`src/rtl/tdm_demux.sv`:
```
// ---------------------------------------------------------------------------
// tdm_demux
//   Receive-side TDM demultiplexer. One W-bit sample line carries N_CH
//   channels in fixed slot order. Slot 0 is marked by a frame-sync strobe.
//   Samples are collected into a shadow bank. A completed frame is published
//   to dout in a single update, together with a one-cycle frame_valid pulse.
//
// Ports
//   clk          system clock, rising edge
//   rst          asynchronous active-high reset
//   din          sample for the current slot
//   din_valid    din/fsync qualifier; a low cycle is a stall
//   fsync        marks the current sample as slot 0 (when din_valid=1)
//   dout         published frame, channel k at [k*W +: W]
//   frame_valid  one-cycle pulse when dout updates
//   locked       high while the receiver is aligned to the frame
//   sync_err     one-cycle pulse on a framing violation
//   slot         index of the next expected slot (0 while hunting)
// ---------------------------------------------------------------------------
module tdm_demux #(
    parameter int N_CH = 4,
    parameter int W    = 8
) (
    input  logic                 clk,
    input  logic                 rst,
    input  logic [W-1:0]         din,
    input  logic                 din_valid,
    input  logic                 fsync,
    output logic [N_CH*W-1:0]    dout,
    output logic                 frame_valid,
    output logic                 locked,
    output logic                 sync_err,
    output logic [$clog2(N_CH)-1:0] slot
);

    localparam int SW = $clog2(N_CH);

    typedef enum logic {
        HUNT,
        LOCKED
    } state_t;

    state_t                  state;
    state_t                  state_nxt;
    logic [SW-1:0]           slot_nxt;
    logic                    shadow_we;
    logic [SW-1:0]           wr_idx;
    logic                    publish;
    logic                    err_nxt;

    // Slots 0..N_CH-2 are staged here. The final slot goes straight into
    // dout together with the staged ones, so it never needs a shadow entry.
    logic [N_CH-2:0][W-1:0]  shadow;

    // Every accepted fsync sample lands in entry 0. Otherwise the sample
    // goes to the slot the frame is currently expecting.
    assign wr_idx = fsync ? '0 : slot;

    // Next-state and datapath decisions. Nothing moves on a stall cycle.
    always_comb begin
        state_nxt = state;
        slot_nxt  = slot;
        shadow_we = 1'b0;
        publish   = 1'b0;
        err_nxt   = 1'b0;

        if (din_valid) begin
            case (state)
                HUNT: begin
                    if (fsync) begin
                        shadow_we = 1'b1;
                        slot_nxt  = SW'(1);
                        state_nxt = LOCKED;
                    end
                end
                LOCKED: begin
                    if (fsync && (slot != '0)) begin
                        // Early sync: abandon the partial frame and restart on this sample.
                        err_nxt   = 1'b1;
                        shadow_we = 1'b1;
                        slot_nxt  = SW'(1);
                    end else if (!fsync && (slot == '0)) begin
                        // Sync missing where slot 0 was due: alignment lost.
                        err_nxt   = 1'b1;
                        slot_nxt  = '0;
                        state_nxt = HUNT;
                    end else if (slot == SW'(N_CH - 1)) begin
                        // Explicit wrap, so non-power-of-two N_CH works.
                        publish   = 1'b1;
                        slot_nxt  = '0;
                    end else begin
                        shadow_we = 1'b1;
                        slot_nxt  = slot + SW'(1);
                    end
                end
                default: begin
                    state_nxt = HUNT;
                    slot_nxt  = '0;
                end
            endcase
        end
    end

    // State, slot counter and registered status pulses.
    always_ff @(posedge clk or posedge rst) begin
        if (rst) begin
            state       <= HUNT;
            slot        <= '0;
            locked      <= 1'b0;
            frame_valid <= 1'b0;
            sync_err    <= 1'b0;
        end else begin
            state       <= state_nxt;
            slot        <= slot_nxt;
            locked      <= (state_nxt == LOCKED);
            frame_valid <= publish;
            sync_err    <= err_nxt;
        end
    end

    // The shadow bank and the published frame. dout only changes when a
    // full frame completes, so shadow writes never disturb it.
    always_ff @(posedge clk or posedge rst) begin
        if (rst) begin
            shadow <= '0;
            dout   <= '0;
        end else begin
            for (int k = 0; k < N_CH - 1; k++) begin
                if (shadow_we && (wr_idx == SW'(k))) begin
                    shadow[k] <= din;
                end
            end
            if (publish) begin
                dout <= {din, shadow};
            end
        end
    end

endmodule

```
`config.mk`:
```
export PLATFORM = sky130hd
export DESIGN_NAME = tdm_demux
export DESIGN_NICKNAME = d
export VERILOG_FILES = /design/src/rtl/tdm_demux.sv
export SDC_FILE = /design/constraint.sdc
export NUM_CORES = 1
export LEC_CHECK = 0
export ABC_AREA = 1
export BUFFER_PORTS_ARGS = -buffer_cell sky130_fd_sc_hd__buf_2
export CELL_PAD_IN_SITES_DETAIL_PLACEMENT = 0
export CELL_PAD_IN_SITES_GLOBAL_PLACEMENT = 1
export CORE_UTILIZATION = 44
export DETAILED_ROUTE_END_ITERATION = 7
export PLACE_DENSITY_LB_ADDON = 0.1
export SLEW_MARGIN = 5
export SYNTH_ARGS = -nofsm -noshare
export SYNTH_HDL_FRONTEND = slang
export SYNTH_SLANG_ARGS = --single-unit
export TNS_END_PERCENT = 10
```
`constraint.sdc`:
```
create_clock -name clk -period 2.99 [get_ports clk]
set_input_delay 0.598 -clock clk [delete_from_list [all_inputs] [get_ports clk]]
set_output_delay 0.598 -clock clk [all_outputs]
set_load 0.05 [all_outputs]
```
Word level (Yosys, flattened, before mapping)
Cells that the tools add are included.
- add/subtract/negate cells: 1
- equal/unequal tests: 4
- multiplexer cells: 24
- bitwise gates (word level): 1
- reduce and logical (&&, ||, !) cells: 10
- operators with widths (cell ; number):
    1-bit two-way mux ; 16
    2-bit two-way mux ; 5
    1-bit logical AND ; 5
    2-bit equality test (second input constant) ; 2
    2-bit zero test ; 2
    1-bit case mux with 2 select lines ; 2
    2-bit case mux with 2 select lines ; 1
    2-bit by 1-bit adder with 2-bit output (second input constant) ; 1
    2-bit by 1-bit equality test with 1-bit output (second input constant) ; 1
    2-bit inequality test (second input constant) ; 1
    2-bit AND reduction ; 1
    2-bit nonzero test ; 1
    1-bit zero test ; 1
    1-bit inverter ; 1
- register bits: 61
- input port bits: 12
- output and inout bits: 37
- word-level logic and storage cells: 48

Logic depth before layout (Yosys ltp)
- depth in word-level cells: 7
- depth in mapped cells: 10
- gate-level depth less buffers: 9

Least setup slack after synthesis
No wires, ideal clock.
- kind: flip-flop to flip-flop
- start: reg slot[0]
- end: reg shadow[0] (netlist name)
- setup time: 0.067 ns
- arrival: 1.972 ns
- path slack: 0.952 ns
- cell stages (with the launch flop): 10
- buffers on the path: 1
- clock period less this slack: 2.038 ns
- cell sequence: dfrtp_1 -> inv_1 -> ha_1 -> inv_1 -> ha_1 -> nor2_4 -> nand2_2 -> buf_1 -> nand4_1 -> nand2_1
- cells in the longest elaborated chain, start to end: 7
- elaborated cells on any way between the ends: 13
- those cells by class: 1 x eq/ne; 6 x mux; 6 x reduce/logical
- RTL lines (what ; RTL line ; RTL):
    start, declared ; 33 ; output logic [$clog2(N_CH)-1:0] slot
    start signal, assigned ; 114 ; slot <= slot_nxt;
    2-bit equality test / 2-bit zero test (equally long branches) ; 87, 82 ;
    1-bit two-way mux / 1-bit logical AND (equally long branches) ; 87, 82 ;
    1-bit two-way mux ; 82 ; end else if (!fsync && (slot == '0)) begin
    1-bit two-way mux ; 77 ; if (fsync && (slot != '0)) begin
    1-bit case mux with 2 select lines ; 68 ; case (state)
    1-bit two-way mux ; 67 ; if (din_valid) begin
    1-bit logical AND * ; 129 ; if (shadow_we && (wr_idx == SW'(k))) begin
    end signal, assigned by index ; 130 ; shadow[k] <= din;
    end, declared ; 53 ; logic [N_CH-2:0][W-1:0] shadow;
Every way passes the cells marked *; elsewhere a longest branch is shown, timed or not.
A chain may end at the register's enable or synchronous reset.

Worst setup path in the final report
- start: reg slot[0]
- end: reg shadow[1] (netlist name)
Same word-level chain as after synthesis.

==> out/results.tsv <==
metric	value	unit
Total GRT Usage	19.8	%
Power Total	3.77	mW
top cell type by total area after synthesis	dfrtp_1	
post-synthesis async set-or-reset flop share	100	%
RSZ-0062 raised after global routing	false	
top-area cell type share of the netlist area	60.3	%
Hold Path Class	in -> async	
die footprint	0.00606	mm2
routability congestion estimate	0.713	
core region area	0.00554	mm2
first-pass GRT wire length	8.89	mm
CTS Root Cell	clkbuf_8	
clk slew on worst S/H paths	0.06	ns
Sw Ratio	47.8	%
final net count	349	
Crit. End Element	flop	
setup violators final	0	
CTS Buf Count	9	
WL per Instance	12.9	um
ratio of final minimum period to clock period	73.0	%
starting density of the core	45.7	%
maximum VDD drop	0.517	mV
# hold bufs at CTS	0	
antenna violations before repair	0	
max-slew violations	0	
crit path max fanout	28	
width of the chip	77.8	um
vias	1971	
Top FF cell, synth	dfrtp_1	
Post-synth EDFFs	0	
YS warnings	0	
leakage dissipation	1.71	nW
setup_tns	0	ns
Clk Latency, worst-skew pair	0.34	ns
Worst Setup Slack, final	0.807	ns
clk buf depth	2	
top-count cell post-synth	nand2_1	
synthesized area	0.00253	mm2
Setup Skew	0.00593	ns
status	finished, final reports clean	
max_slew headroom	62.9	%
H-tree depth	3	
Syn Inst Count	280	
clk sinks	61	
top cells by count, synth	nand2_1 (154), dfrtp_1 (61), nand4_1 (24)	
Ports	49	
clock power share	18.0	%
Startpoint Class	flop	
Crit Path Category	reg -> reg	
# DRC	0	
DP HPWL	3.56	mm
setup bufs post-CTS	0	
measured slew at the worst slew-check pin	0.556	ns
pin count of the biggest net entering global routing	34	
sequential fraction of the synthesis area	60.3	%
Pre-antenna DRT Iters	4	
combinational power share	44.6	%
# diodes	0	
Yosys cell types	19	
gr ovfl total	0	
top cells by area, synth	dfrtp_1 (60%), nand2_1 (23%), nand4_1 (5.9%)	
P_int	1.97	mW
FMAX	0.458	GHz
standard-cell rows	27	
crit path DAT	2.40	ns
Hold Violations, Final	0	
Filler cells	562	
CTS tree	yes	
Syn-to-layout area delta	18.4	%
required time of the critical path	3.21	ns
syn_nets	297	
Vias per Instance	4.83	
share of post-route cells with drive strength above 1	22.9	%
post-route ant nets	0	
# port buffers	48	
Power Density	1260	mW/mm2
Max-cap violations	0	
Place WS	0.803	ns
#FFs+latches synth	61	
Post-Syn Area per Cell	9.04	um2
DR iter-0 viols	106	
vias in the first global route	1817	
die height	77.8	um
count of cells resized by post-cts repair	0	
Net Sw Power	1.80	mW
register share of total power	37.4	%
min cycle time layout	2.18	ns
Total Routed Length	5.27	mm
-- power groups by stage --
stage	clock network, mW	logic (mW)	registers [mW]
6_report	0.680	1.68	1.41
5_1_grt	0.739	1.82	1.46
4_1_cts	0.703	1.70	1.41
3_5_place_dp	0	1.70	1.42
3_3_place_gp	0	1.68	1.41
2_1_floorplan	0	0.566	2.18
-- kinds of logic after synthesis --
| group | share of synthesized area, % |
|---|---|
| buffers and inverters | 4.45 |
| AOI/OAI and AO/OA | 0.741 |
| adders and majority gates | 2.47 |
| DFF | 60.3 |
| and+or+nand+nor | 32.0 |
-- final timing paths --
check | cells after the start | from | slack (ns) | endpoint
min in group clk | 2 | shadow[23] | 0.47 | dout[23]
min reg2reg | 2 | shadow[23] | 0.47 | dout[23]
max reg2reg | 9 | slot[0] | 0.81 | shadow[1]
max | 9 | slot[0] | 0.81 | shadow[1]
max in group asynchronous | 3 | rst | 1.99 | slot[0]
min | 2 | rst | 0.31 | dout[8]
-- registers in the layout, summed over array words and instances, names as in the netlist --
name	flops
frame_valid	1
shadow	24
sync_err	1
dout	32
slot	2
state	1
-- metal layers --
metal	wire, um	track usage (%)	up-vias
met5	0	0	-
met4	111	10.2	0
met3	225	4.12	10
met2	2370	29.8	46
met1	2560	26.9	922
li1	-	-	993
-- stage by stage --
step | hold slack (ns) | utilization (%) | cell area, um2 | cells
finish | 0.313 | 54.1 | 3000 | 408
detailed placement | 0.453 | 50.8 | 2820 | 393
CTS | 0.335 | 54.1 | 3000 | 408
global route | 0.362 | 54.1 | 3000 | 408
floorplan | 0.442 | - | 2530 | 280
global placement | 0.454 | 50.8 | 2820 | 393
-- critical path, stage by stage (launching register included) --
cell and delay (ns):
dfrtp_1 0.45, inv_1 0.10, ha_1 0.24, inv_1 0.07, ha_1 0.18, nor2_4 0.06
nand2_2 0.37, nand3_1 0.37, nand2_1 0.15, nand2_1 0.07
-- placed cells by master (no fill, tap or decap), drive strengths merged --
cell,instances
nand2,155
dfrtp,61
buf,52
nand4,24
clkbuf,10
inv,10
nand3,6
ha,5
nor2,5
clkinv,3
o21ai,2
a21oi,1
clkinvlp,1
bufinv,1
-- cell type report --
class	instances	area [um2]	area share, %
clock buffers	10	128	4.26
clock inverters	5	52.6	1.75
inverters	10	37.5	1.25
multi-input cells	198	892	29.8
flip-flops and latches	61	1530	50.9
well taps	72	90.1	3.01
repair buffers	52	270	9.02
Note: power is estimated with default switching activity, not from simulation.
